==> config.mk <==
export PLATFORM = sky130hd
export DESIGN_NAME = imm_ext_pipe
export DESIGN_NICKNAME = d
export VERILOG_FILES = /design/src/rtl/imm_ext_pkg.sv /design/src/rtl/imm_ext_core.sv /design/src/rtl/imm_ext_pipe.sv
export SDC_FILE = /design/constraint.sdc
export NUM_CORES = 1
export LEC_CHECK = 0
export ABC_AREA = 1
export CORE_UTILIZATION = 30
export CTS_BUF_LIST = sky130_fd_sc_hd__clkbuf_16
export DETAILED_ROUTE_END_ITERATION = 7
export DONT_BUFFER_PORTS = 1
export GPL_TIMING_DRIVEN = 0
export PLACE_DENSITY_LB_ADDON = 0.3
export SLEW_MARGIN = 10
export SYNTH_ARGS = -nofsm -noshare
export SYNTH_HDL_FRONTEND = slang
export SYNTH_SLANG_ARGS = --single-unit
==> constraint.sdc <==
create_clock -name clk -period 2.05 [get_ports clk]
set_input_delay 0.205 -clock clk [delete_from_list [all_inputs] [get_ports clk]]
set_output_delay 0.205 -clock clk [all_outputs]
set_load 0.05 [all_outputs]
==> src/rtl/imm_ext_pkg.sv <==
// Shared types for the RV immediate extender pipeline.
// Beat storage uses the widest XLEN/TAG_W; the top slices down to its parameters.
package imm_ext_pkg;

    typedef enum logic [2:0] {
        SEL_I = 3'b000,
        SEL_S = 3'b001,
        SEL_B = 3'b010,
        SEL_U = 3'b011,
        SEL_J = 3'b100,
        SEL_Z = 3'b101
    } imm_sel_e;

    localparam int IMM_W_MAX = 64;
    localparam int TAG_W_MAX = 16;

    typedef struct packed {
        logic [IMM_W_MAX-1:0] imm;
        logic [TAG_W_MAX-1:0] tag;
        logic                 err;
    } beat_t;

endpackage

==> src/rtl/imm_ext_core.sv <==
// Combinational I/S/B/U/J immediate extender with illegal-select flag.
// Select 101 (CSR zimm) is legal only when IMM_EXT_ZIMM_EN is defined.
module imm_ext_core
    import imm_ext_pkg::*;
#(
    parameter int XLEN = 32
) (
    input  logic [24:0]     imm_in,
    input  logic [2:0]      imm_sel,
    output logic [XLEN-1:0] imm,
    output logic            err
);

    // imm_in[k] is instr[k+7]; every format is built as a 32-bit value
    // whose bit 31 is the sign, so one sign extension covers all of them.
    logic        s;
    logic [31:0] v;

    assign s = imm_in[24];

    always_comb begin
        v   = '0;
        err = 1'b0;
        unique case (1'b1)
            (imm_sel == SEL_I): v = {{20{s}}, imm_in[24:13]};
            (imm_sel == SEL_S): v = {{20{s}}, imm_in[24:18], imm_in[4:0]};
            (imm_sel == SEL_B): v = {{19{s}}, s, imm_in[0], imm_in[23:18],
                                     imm_in[4:1], 1'b0};
            (imm_sel == SEL_U): v = {imm_in[24:5], 12'b0};
            (imm_sel == SEL_J): v = {{11{s}}, s, imm_in[12:5], imm_in[13],
                                     imm_in[23:14], 1'b0};
`ifdef IMM_EXT_ZIMM_EN
            (imm_sel == SEL_Z): v = {27'b0, imm_in[12:8]};
`endif
            default:            err = 1'b1;
        endcase
    end

    assign imm = XLEN'($signed(v));

endmodule

==> src/rtl/imm_ext_pipe.sv <==
// Pipelined immediate extender: 1-cycle latency, valid/ready with 2-entry skid.
// Optional CSR zimm select via IMM_EXT_ZIMM_EN (see imm_ext_core).
module imm_ext_pipe
    import imm_ext_pkg::*;
#(
    parameter int XLEN      = 32,
    parameter int TAG_W     = 5,
    parameter int ERR_CNT_W = 16
) (
    input  logic                 clk,
    input  logic                 rst,
    input  logic                 in_valid,
    output logic                 in_ready,
    input  logic [24:0]          imm_in,
    input  logic [2:0]           imm_sel,
    input  logic [TAG_W-1:0]     tag_in,
    output logic                 out_valid,
    input  logic                 out_ready,
    output logic [XLEN-1:0]      imm_out,
    output logic [TAG_W-1:0]     tag_out,
    output logic                 err_out,
    output logic [ERR_CNT_W-1:0] err_cnt
);

    logic [XLEN-1:0] ext_imm;
    logic            ext_err;
    beat_t           in_beat;
    beat_t           main_q;
    beat_t           skid_q;
    logic            skid_v;
    logic            skid_v_nxt;
    logic            accept;
    logic            main_free;

    imm_ext_core #(
        .XLEN (XLEN)
    ) u_core (
        .imm_in  (imm_in),
        .imm_sel (imm_sel),
        .imm     (ext_imm),
        .err     (ext_err)
    );

    always_comb begin
        in_beat     = '0;
        in_beat.imm = IMM_W_MAX'(ext_imm);
        in_beat.tag = TAG_W_MAX'(tag_in);
        in_beat.err = ext_err;
    end

    assign accept    = in_valid && in_ready;
    assign main_free = !out_valid || out_ready;

    // Skid holds a beat whenever one is accepted that main cannot take.
    always_comb begin
        skid_v_nxt = skid_v;
        if (main_free) begin
            skid_v_nxt = skid_v && accept;
        end else if (accept) begin
            skid_v_nxt = 1'b1;
        end
    end

    always_ff @(posedge clk) begin
        if (rst) begin
            main_q    <= '0;
            skid_q    <= '0;
            skid_v    <= 1'b0;
            out_valid <= 1'b0;
            in_ready  <= 1'b1;
            err_cnt   <= '0;
        end else begin
            if (main_free) begin
                if (skid_v) begin
                    main_q    <= skid_q;
                    out_valid <= 1'b1;
                end else if (accept) begin
                    main_q    <= in_beat;
                    out_valid <= 1'b1;
                end else begin
                    out_valid <= 1'b0;
                end
            end
            if (accept && (skid_v || !main_free)) begin
                skid_q <= in_beat;
            end
            skid_v   <= skid_v_nxt;
            in_ready <= !skid_v_nxt;
            if (accept && in_beat.err && (err_cnt != '1)) begin
                err_cnt <= err_cnt + ERR_CNT_W'(1);
            end
        end
    end

    assign imm_out = main_q.imm[XLEN-1:0];
    assign tag_out = main_q.tag[TAG_W-1:0];
    assign err_out = main_q.err;

endmodule

# Word-level counts from Yosys, hierarchy flattened
# Index checks and enable logic that the tools add are counted.
# classes
n_mul	0
div	0
order_cmp	0
eq_ne	5
n_reduce_logical	14
bitwise_logic	0
add_sub_neg	1
shifts	0
mux	8
# ops
operator	count
32-bit one-hot mux with 5 select lines	1
49-bit two-way mux	2
16-bit by 1-bit adder with 16-bit output (second input constant)	1
16-bit inequality test (second input constant)	1
3-bit by 2-bit == test with 1-bit output (second input constant)	2
1-bit logical AND	5
1-bit two-way mux	5
5-bit OR reduction	1
3-bit by 1-bit == test with 1-bit output (second input constant)	1
3-bit == test (second input constant)	1
1-bit logical NOT	3
3-bit logical NOT	1
1-bit logical OR	2
2-bit AND reduction	1
2-bit nonzero test	1
# totals
ramBits	0
input_bits	37
n_memories	0
romBits	0
word_cells	38
out_inout_bits	56
latch_bits	0
regBits	95

# Longest topological paths before layout
# Gate-level depths: netlist of the first run.
# logic_depth
ltp_word	5
mapped_depth	10
mapped_depth_nobuf	9

# Cells and area by module
# From an unflattened synthesis of the first run, not the netlist that was laid out.
# unflattened
hier_cells	654
area_unflattened_um2	4644.5
# modules_own_cells
mod	area_each_um2	instances	cells_each	seq_area_each_um2
imm_ext_pipe	4041.4	1	552	1901.8
imm_ext_core	603.1	1	102	0.0

# Worst setup path before layout of the first run
# No wires, ideal clock.
# synth_path
kind	register to register
startpoint	reg err_cnt[0]
endpoint	reg err_cnt[0]
t_required_ps	1934
path_stages_with_launch	9
n_path_buf	1
setup_time_ps	116
period_less_slack_ps	1882
t_arrival_ps	1766
slack_ps	168
path_cell_list	dfxtp_1 -> ha_1 -> nand3_1 -> inv_1 -> nand2_1 -> o21a_4 -> buf_6 -> nor2_1 -> nor2_1
# synth_via
elab_chain_len	2
elab_cells_between_ends	3
cone_classes	1 x add/sub; 1 x eq/ne; 1 x reduce/logical
# synth_rtl
element	line	source
start: declaration	imm_ext_pipe.sv:22	output logic [ERR_CNT_W-1:0] err_cnt
start signal: assignment	imm_ext_pipe.sv:90	err_cnt <= err_cnt + ERR_CNT_W'(1);
branches (longest 2 deep; another with 16-bit by 1-bit adder with 16-bit output)	n/a	
# Parallel ways; which one is timed is not known.
# A chain may end at the register's enable or synchronous reset.

# Worst setup path after layout of the first run
# layout_path
startpoint	reg in_ready
endpoint	reg skid_q[18] (netlist bit)
# layout_via
elab_chain_len	2
# layout_rtl
element	line	source
start: declaration	imm_ext_pipe.sv:13	output logic in_ready,
start signal: assignment	imm_ext_pipe.sv:88	in_ready <= !skid_v_nxt;
1-bit logical AND	imm_ext_pipe.sv:51	assign accept = in_valid && in_ready;
1-bit logical AND	imm_ext_pipe.sv:84	if (accept && (skid_v || !main_free)) begin
end signal: assignment	imm_ext_pipe.sv:85	skid_q <= in_beat;
end: declaration	imm_ext_pipe.sv:29	beat_t skid_q;
# Every way passes these cells.

==> results.json, run 1 <==
{
  "fp.dieW_um": 123,
  "tightest_slew_ns": 0.657,
  "slew_headroom_pct": 56.2,
  "synth_area_per_cell_um2": 6.97,
  "fin_util_pct": 35.7,
  "cap_violations": 0,
  "num_io_pins": 93,
  "core_area_um2": 14100,
  "yosysUniqueCellTypes": 35,
  "crit_required_ns": 2.28,
  "die_y_um": 123,
  "die-area_um2": 15200,
  "period_minus_slack_ns": 1.84,
  "final_max_slew_viol_count": 0,
  "multiInputGateArea_um2": 2150,
  "critPathLaunchType": "flop",
  "ys_seq_area_share_pct": 43.1,
  "diodes": 0,
  "wire_per_inst_um": 16.2,
  "leakage_nw": 2.15,
  "clk_pin_slew_ns": 0.07,
  "area.sequential_um2": 1910,
  "core.rowCount": 43,
  "ys.warnings.count": 0,
  "setup_viol": 0,
  "drt-initial-drc-count": 363,
  "syn_inst": 633,
  "rsz0062_at_grt": "no",
  "grt_pass1_vias": 4154,
  "post_cts_buffers": 0,
  "antenna_found_initial": 0,
  "path_class": "flop to flop",
  "synthesis.nets": 671,
  "gr-usage-all-layers_pct": 18.8,
  "antenna_left": 0,
  "grt_overflow": 0,
  "grt_pass1_wl_um": 21400,
  "numPortBuffers": 0,
  "finalWirelength_um": 13500,
  "clk_latency_ns": 0.36,
  "vdd_drop_max_uv": 426,
  "numCtsBuffers": 9,
  "vias_per_cell": 5.07,
  "dr.pass1.iters": 4,
  "cp_data_arrival_time_ns": 2.07,
  "status": "completed",
  "htree_levels": 3,
  "gp_congestion": 0.843,
  "min_path_type": "input port to flop",
  "fmax_ghz": 0.543,
  "drc": 0,
  "cts_root_buffer": "clkbuf_16",
  "tritoncts": "built",
  "grt_max_degree": 19,
  "hpwl_um": 9960,
  "worst_clock_skew_ns": 0.00901,
  "crit_path_end_kind": "flop",
  "initial_core_util_pct": 31.3,
  "fillers": 1497,
  "hold_viol_final": 0,
  "fin_crit_sh_pct": 89.9,
  "synth_seq_cells": 95,
  "powerDensity_nw_per_um2": 905,
  "timing.final.ws_setup_ns": 0.208,
  "vias": 4246,
  "rr_worst_depth": 5,
  "critPathMaxFanout": 10,
  "nNetsFinal": 690,
  "cts.sinks": 95,
  "clk_path_buf_depth": 2,
  "netlist_area_um2": 4410,
  "pre_cts_ws_ns": -0.0413,
  "holdPathStages": 2,
  "area_growth_pct": 14.2,
  "tns_ns": 0,
  "drive_above_1_share_pct": 10.4
}
[worst paths after layout]
kind,slack [ns],startpoint,end
worst min register to register,0.47,skid_q[3],tag_out[2]
worst min-delay path,0.01,imm_in[18],imm_out[5]
worst max-delay path,0.21,in_ready,skid_q[18]
worst max register to register,0.21,in_ready,skid_q[18]
[critical path: stages (launching register included)]
cell     delay (ns)
dfxtp_2        0.52
nand2_1        0.26
a21oi_2        0.26
buf_2          0.30
buf_2          0.28
a21oi_1        0.10
[placed cells by master, fill, tap and decap left out, drive strengths merged, types with 8 or more instances in the layout]
cell type,netlist,routed
nor2,82,82
nand4,11,11
clkbuf,18,27
dfxtp,95,95
nand2,145,145
inv,47,51
dlygate4sd3,0,8
buf,20,20
o21ai,81,81
a21oi,88,88
nand3,20,20
[synthesized netlist by cell type, drive strengths merged]
cell	number	area share, %
xnor2	3	0.60
inv	47	4.0
a21oi	88	10
a21boi	4	0.68
nor2	82	7.6
ha	1	0.28
a31oi	5	0.71
buf	20	2.6
nand3	20	2.5
o211ai	1	0.17
nor3	2	0.23
o21bai	1	0.17
dfxtp	95	43
o21ai	81	9.5
nand2	145	13
nand4	11	1.6
clkbuf	18	1.6
o21a	5	1.0
xor2	4	0.79
[repair_timing]
item                       CTS  global route
hold endpoints to repair     9             0
hold buffers                 8             0
gates resized for setup      3             7
setup endpoints to repair   28            31
[flip-flops by register name (all words and copies together) (netlist names)]
| name | flops |
|---|---|
| skid_q | 38 |
| imm_out | 32 |
| err_cnt | 16 |
| tag_out | 5 |
| err_out | 1 |
| in_ready | 1 |
| out_valid | 1 |
| skid_v | 1 |
[stage by stage]
step | hold WS, ns | power, mW | std cells | cell area [um2]
floorplan | 0.340 | 2.66 | 633 | 4410
global placement | 0.350 | 2.80 | 813 | 4630
detailed placement | 0.359 | 2.82 | 813 | 4630
CTS | 0.00143 | 4.61 | 837 | 5030
global route | 0.00946 | 4.77 | 837 | 5040
finish | 0.0107 | 4.56 | 837 | 5040
[cell type report]
class | count | area share, %
plain buffers | 38 | 3.65
clock buffers | 9 | 4.47
clock inverters | 7 | 1.69
inverters | 47 | 3.50
multi-input cells | 453 | 42.6
flip-flops and latches | 95 | 38.0
well taps | 180 | 4.47
repair buffers | 8 | 1.59
[metal layers]
metal / up-vias / share of wire [%] / GRT usage [%]
met5: - / 0 / 0
met4: 0 / 2.1 / 7.83
met3: 18 / 8.6 / 5.86
met2: 142 / 46 / 30.2
met1: 1960 / 43 / 23.1
li1: 2126 / - / -
[logic make-up (layout without fill, tap and decap cells)]
| family | Yosys count | count (layout) | share of synthesized area (%) |
|---|---|---|---|
| flip-flops | 95 | 95 | 43.1 |
| AND/OR/NAND/NOR | 260 | 260 | 24.7 |
| adder cells (fa/ha/maj) | 1 | 1 | 0.284 |
| XOR/XNOR | 7 | 7 | 1.39 |
| buffers and inverters | 85 | 109 | 8.17 |
| AO/OA/AOI/OAI | 185 | 185 | 22.4 |
[report_power, final]
| group | total, mW | leakage, nW | switching [mW] | internal (mW) |
|---|---|---|---|---|
| logic | 0.490 | 1.22 | 0.327 | 0.163 |
| registers | 2.30 | 0.781 | 0.338 | 1.96 |
| clock network | 1.77 | 0.146 | 0.795 | 0.972 |
No activity file was read; power rests on OpenSTA's default activity.
==> run 2, diff against run 1 <==
MAX_ROUTING_LAYER = met4   (was not set)
clock period = 1.6 ns   (was 2.05 ns; I/O delays follow)
==> results.json, run 2 (synthesized netlist as in run 1, its figures left out) <==
{
  "status": "completed",
  "grt_overflow": 0,
  "nNetsFinal": 698,
  "cp_slowest_cell": "dfxtp_4",
  "dp.cells": 813,
  "diodes": 0,
  "dr.pass1.iters": 5,
  "cap_violations": 0,
  "drc": 0,
  "gp_congestion": 0.878,
  "comb_power_share_pct": 12.0,
  "top_register": "skid_q",
  "clk_pin_slew_ns": 0.07,
  "drive_above_1_share_pct": 13.7,
  "antenna_left": 0,
  "vdd_drop_max_uv": 628,
  "crit_path_end_kind": "flop",
  "path_class": "flop to flop",
  "critical-path-top-delay-family": "buffers and inverters",
  "worst-path-buf-inv": 2,
  "final_cells": 845,
  "grt_pass1_wl_um": 21100,
  "gr-usage-all-layers_pct": 18.9,
  "drt-initial-drc-count": 358,
  "largest_reg_flops": 38,
  "num_io_pins": 93,
  "cts_root_buffer": "clkbuf_16",
  "crit_path_cell_trace": "nand2_2, a21oi_4, buf_4, buf_2, a21oi_1",
  "core_area_um2": 14100,
  "hpwl_um": 9960,
  "critPathMaxFanout": 10,
  "worst_clock_skew_ns": 0.00959,
  "final_max_slew_viol_count": 0,
  "intPower_mw": 3.76,
  "numPortBuffers": 0,
  "slew_headroom_pct": 57.0,
  "pwr-share-seq_pct": 52.6,
  "area_growth_pct": 18.3,
  "die-area_um2": 15200,
  "grt_max_degree": 16,
  "grt_pass1_vias": 4089,
  "critPathLaunchType": "flop",
  "clk_latency_ns": 0.35,
  "fin_crit_sh_pct": 97.5,
  "switching_power_mw": 1.79,
  "crit_required_ns": 1.80,
  "tightest_slew_ns": 0.639,
  "initial_core_util_pct": 31.3,
  "die_y_um": 123,
  "cp_data_arrival_time_ns": 1.76,
  "dpl_cell_area_um2": 4660,
  "design_area_um2": 5220,
  "max_stage_delay_ns": 0.45,
  "core.rowCount": 43,
  "vias": 4296,
  "antenna_found_initial": 0,
  "final_cell_mix": "nand2_1, a21oi_1, dfxtp_1",
  "numCtsBuffers": 9,
  "leakage_nw": 2.19,
  "vias_per_cell": 5.08,
  "htree_levels": 3,
  "cts.sinks": 95,
  "period_minus_slack_ns": 1.56,
  "clkPwrFrac_pct": 35.4,
  "fmax_ghz": 0.641,
  "wire_per_inst_um": 16.0,
  "setup_viol": 0,
  "finalWirelength_um": 13500,
  "swShare_pct": 32.3,
  "rsz0062_at_grt": "yes",
  "final_common_cell": "nand2_1",
  "min_path_type": "input port to flop",
  "hold_viol_final": 0,
  "clk_path_buf_depth": 2,
  "powerDensity_nw_per_um2": 1070,
  "tritoncts": "built",
  "fp.dieW_um": 123
}
## run 2: cell type report
class / instances / area (um2)
buffer: 38 / 209
clock inverter: 7 / 41.3
multi-input combinational: 453 / 2220
clock buffer: 9 / 225
timing repair buffer: 16 / 148
sequential: 95 / 1970
fill: 1503 / 8880
inverter: 47 / 181
tap: 180 / 225
## run 2: worst paths after layout
kind | start | endpoint | slack, ns | cells after the start
max reg2reg | out_valid | skid_q[20] | 0.04 | 5
min | imm_in[22] | skid_q[46] | 0.04 | 4
min reg2reg | skid_q[48] | skid_q[48] | 0.47 | 2
max | out_valid | skid_q[20] | 0.04 | 5
## run 2: layer usage
| layer | global-route usage, % | wire length (um) |
|---|---|---|
| met1 | 22.5 | 5760 |
| met2 | 29.7 | 6170 |
| met4 | 5.42 | 163 |
| met3 | 7.06 | 1440 |
| met5 | - | 0 |
## run 2: stage by stage
| step | utilization, % | hold slack (ns) | setup TNS (ns) | power [mW] | worst slack [ns] |
|---|---|---|---|---|---|
| after global placement | 33.0 | 0.303 | -12.89 | 3.59 | -0.246 |
| after floorplan | - | 0.295 | 0 | 3.41 | 0.0000538 |
| after CTS | 36.2 | 0.0379 | 0 | 5.60 | 0.00749 |
| after global routing | 37.0 | 0.0660 | -0.158 | 5.81 | -0.0222 |
| after detailed placement | 33.0 | 0.306 | -12.60 | 3.61 | -0.247 |
| final | 37.0 | 0.0439 | 0 | 5.56 | 0.0404 |
## run 2: power by group through the flow
stage	clock [mW]	combinational, mW	sequential [mW]
6_report	1.97	0.667	2.92
5_1_grt	2.12	0.752	2.94
4_1_cts	2.01	0.647	2.94
3_5_place_dp	0	0.606	3.00
3_3_place_gp	0	0.595	3.00
2_1_floorplan	0	0.452	2.96
## run 2: tightest hold or removal path, cell delays in order
cell and delay [ns]:
nand2_1 0.03, nand2_1 0.07, o21ai_1 0.06, inv_1 0.04
## run 2: repair_timing
action / CTS / global route
pin swaps: 3 / 4
endpoints found under the setup margin: 93 / 82
endpoints found under the hold margin: 22 / 0
hold buffers: 11 / 0
buffers inserted: 2 / 3
gates resized for setup: 19 / 41
==> run 3, diff against run 2 <==
ABC_AREA = not set   (was 1)
HOLD_SLACK_MARGIN = 0.12   (was not set)
==> results.json, run 3 <==
{
  "top_usage_layer": "met2",
  "synth_ff_type": "dfxtp_1",
  "rr_worst_depth": 5,
  "grt_pass1_vias": 4122,
  "fin_util_pct": 41.7,
  "critPathMaxFanout": 6,
  "slew_headroom_pct": 48.9,
  "netlist_area_um2": 4270,
  "final_cell_mix": "dfxtp_1, nor2_1, a21oi_1",
  "ys_top_cells_by_area": "dfxtp_1, a21oi_1, nor2_1, a211oi_1, nand2_1",
  "critPathLaunchType": "flop",
  "gp_congestion": 0.911,
  "async_flop_share_pct": 0,
  "design_area_um2": 5780,
  "drc": 0,
  "grt_max_degree": 17,
  "setup_viol": 22,
  "violations": "setup timing",
  "ff2ff_setup_slack_ns": -0.19,
  "use_met3_pct": 7.94,
  "die_y_um": 121,
  "hold_viol_final": 0,
  "cts_root_buffer": "clkbuf_16",
  "syn_inst": 510,
  "tritoncts": "built",
  "rsz0062_at_grt": "yes",
  "synth_top_area_share_pct": 44.6,
  "path_class": "flop to flop",
  "synthMostInstantiatedCell": "dfxtp_1",
  "crit_required_ns": 1.87,
  "clk_pin_slew_ns": 0.07,
  "nNetsFinal": 610,
  "dp.cells": 690,
  "grt_overflow": 0,
  "tns_ns": -1.63,
  "largest_reg_flops": 38,
  "fp.dieW_um": 121,
  "globalRouteMet1Util_pct": 24.5,
  "drive_above_1_share_pct": 23.4,
  "crit_path_end_kind": "flop",
  "yosysTopAreaCell": "dfxtp_1",
  "grt_pass1_wl_um": 22100,
  "die-area_um2": 14700,
  "antenna_left": 0,
  "num_io_pins": 93,
  "vias_per_cell": 5.56,
  "status": "finished with violations",
  "cap_violations": 0,
  "dpl_cell_area_um2": 4650,
  "clk_path_buf_depth": 2,
  "tightest_slew_ns": 0.766,
  "top_register": "skid_q",
  "worst_clock_skew_ns": 0.00512,
  "gr-usage-all-layers_pct": 20.3,
  "setup.worst_path.end": "err_cnt[8]",
  "met2_usage_pct": 31.5,
  "area_growth_pct": 35.5,
  "min_path_type": "input port to flop",
  "r2r-end": "err_cnt[8]",
  "core_area_um2": 13900,
  "synth-edff-count": 0,
  "clk_latency_ns": 0.35,
  "finalWirelength_um": 14500,
  "dr.pass1.iters": 5,
  "synthesis.nets": 548,
  "ys.warnings.count": 0,
  "leakage_nw": 2.06,
  "final_common_cell": "dfxtp_1",
  "hpwl_um": 9850,
  "powerDensity_nw_per_um2": 979,
  "yosysUniqueCellTypes": 48,
  "htree_levels": 3,
  "ys_seq_area_share_pct": 44.6,
  "cts.sinks": 95,
  "initial_core_util_pct": 30.7,
  "timing.final.ws_setup_ns": -0.192,
  "final_max_slew_viol_count": 0,
  "fmax_ghz": 0.558,
  "fin_crit_sh_pct": 112,
  "synthTopCellsByCount": "dfxtp_1, nor2_1, a21oi_1, nand2_1, clkbuf_1",
  "synth_seq_cells": 95,
  "period_minus_slack_ns": 1.79,
  "drt-initial-drc-count": 232,
  "vias": 4217,
  "synth_area_per_cell_um2": 8.37,
  "final_cells": 758,
  "pre_cts_ws_ns": -0.496,
  "r2r_start": "err_cnt[1]",
  "vdd_drop_max_uv": 700,
  "numPortBuffers": 0,
  "crit_start": "err_cnt[1]",
  "core.rowCount": 43,
  "hold_ws_ns": 0.128,
  "numCtsBuffers": 9,
  "antenna_found_initial": 1,
  "cp_data_arrival_time_ns": 2.07,
  "wire_per_inst_um": 19.1,
  "p_total_mw": 5.66
}
==> run 3: area by class of cell <==
cell class,count,area [um2]
Fill cell,1322,8100
Multi-Input combinational cell,361,2500
Sequential cell,95,1970
Timing Repair Buffer,53,507
Clock buffer,10,250
Buffer,40,240
Tap cell,180,225
Inverter,12,47.5
Clock inverter,6,41.3
Antenna cell,1,2.50
==> run 3: report_power, final <==
| part | internal (mW) | switching [mW] | leakage (nW) |
|---|---|---|---|
| combinational | 0.293 | 0.413 | 1.12 |
| clock | 1.16 | 0.984 | 0.149 |
| sequential | 2.46 | 0.358 | 0.788 |
| total | 3.91 | 1.75 | 2.06 |
==> run 3: worst min-delay path by stage <==
stage                     slack (ns)       start  cells past startpoint          to
after detailed placement        0.31   tag_in[2]                      2   skid_q[3]
after floorplan                 0.30   tag_in[0]                      2   skid_q[1]
final                           0.13   out_ready                      3   out_valid
after CTS                       0.14  imm_in[24]                      3  skid_q[48]
after global routing            0.13   out_ready                      3   out_valid
after global placement          0.30   tag_in[4]                      2   skid_q[5]
==> run 3: kinds of logic (layout without fill, tap and decap cells) <==
| kind of cell | Yosys count | after routing | synth area share [%] |
|---|---|---|---|
| xor gates and xnor gates | 1 | 1 | 0.205 |
| muxes | 7 | 7 | 1.64 |
| adders and majority gates | 2 | 2 | 0.528 |
| buffers and inverters | 54 | 121 | 4.87 |
| AOI/OAI and AO/OA | 141 | 141 | 22.7 |
| and+or+nand+nor | 210 | 210 | 25.5 |
| other | 0 | 1 | 0 |
| DFF | 95 | 95 | 44.6 |
==> run 3: what timing repair did <==
action                                  in CTS  in global routing
resized for setup                           33                 76
hold buffers                                27                  0
hold endpoints to repair                    61                  0
cloned                                       0                  2
pin swaps                                   11                 18
endpoints found under the setup margin      94                 86
setup buffers                                9                 16
==> run 3: layer usage <==
layer / part of all wire, % / vias to the layer above
li1: - / 2009
met1: 42 / 2027
met2: 46 / 161
met3: 9.9 / 20
met4: 1.5 / 0
met5: 0 / -
==> run 3: critical path, stage by stage, from the launching register on <==
cell and delay (ns):
dfxtp_4 0.48, ha_4 0.20, nand2_4 0.05, or3_4 0.38
or4_4 0.48, a21oi_2 0.12
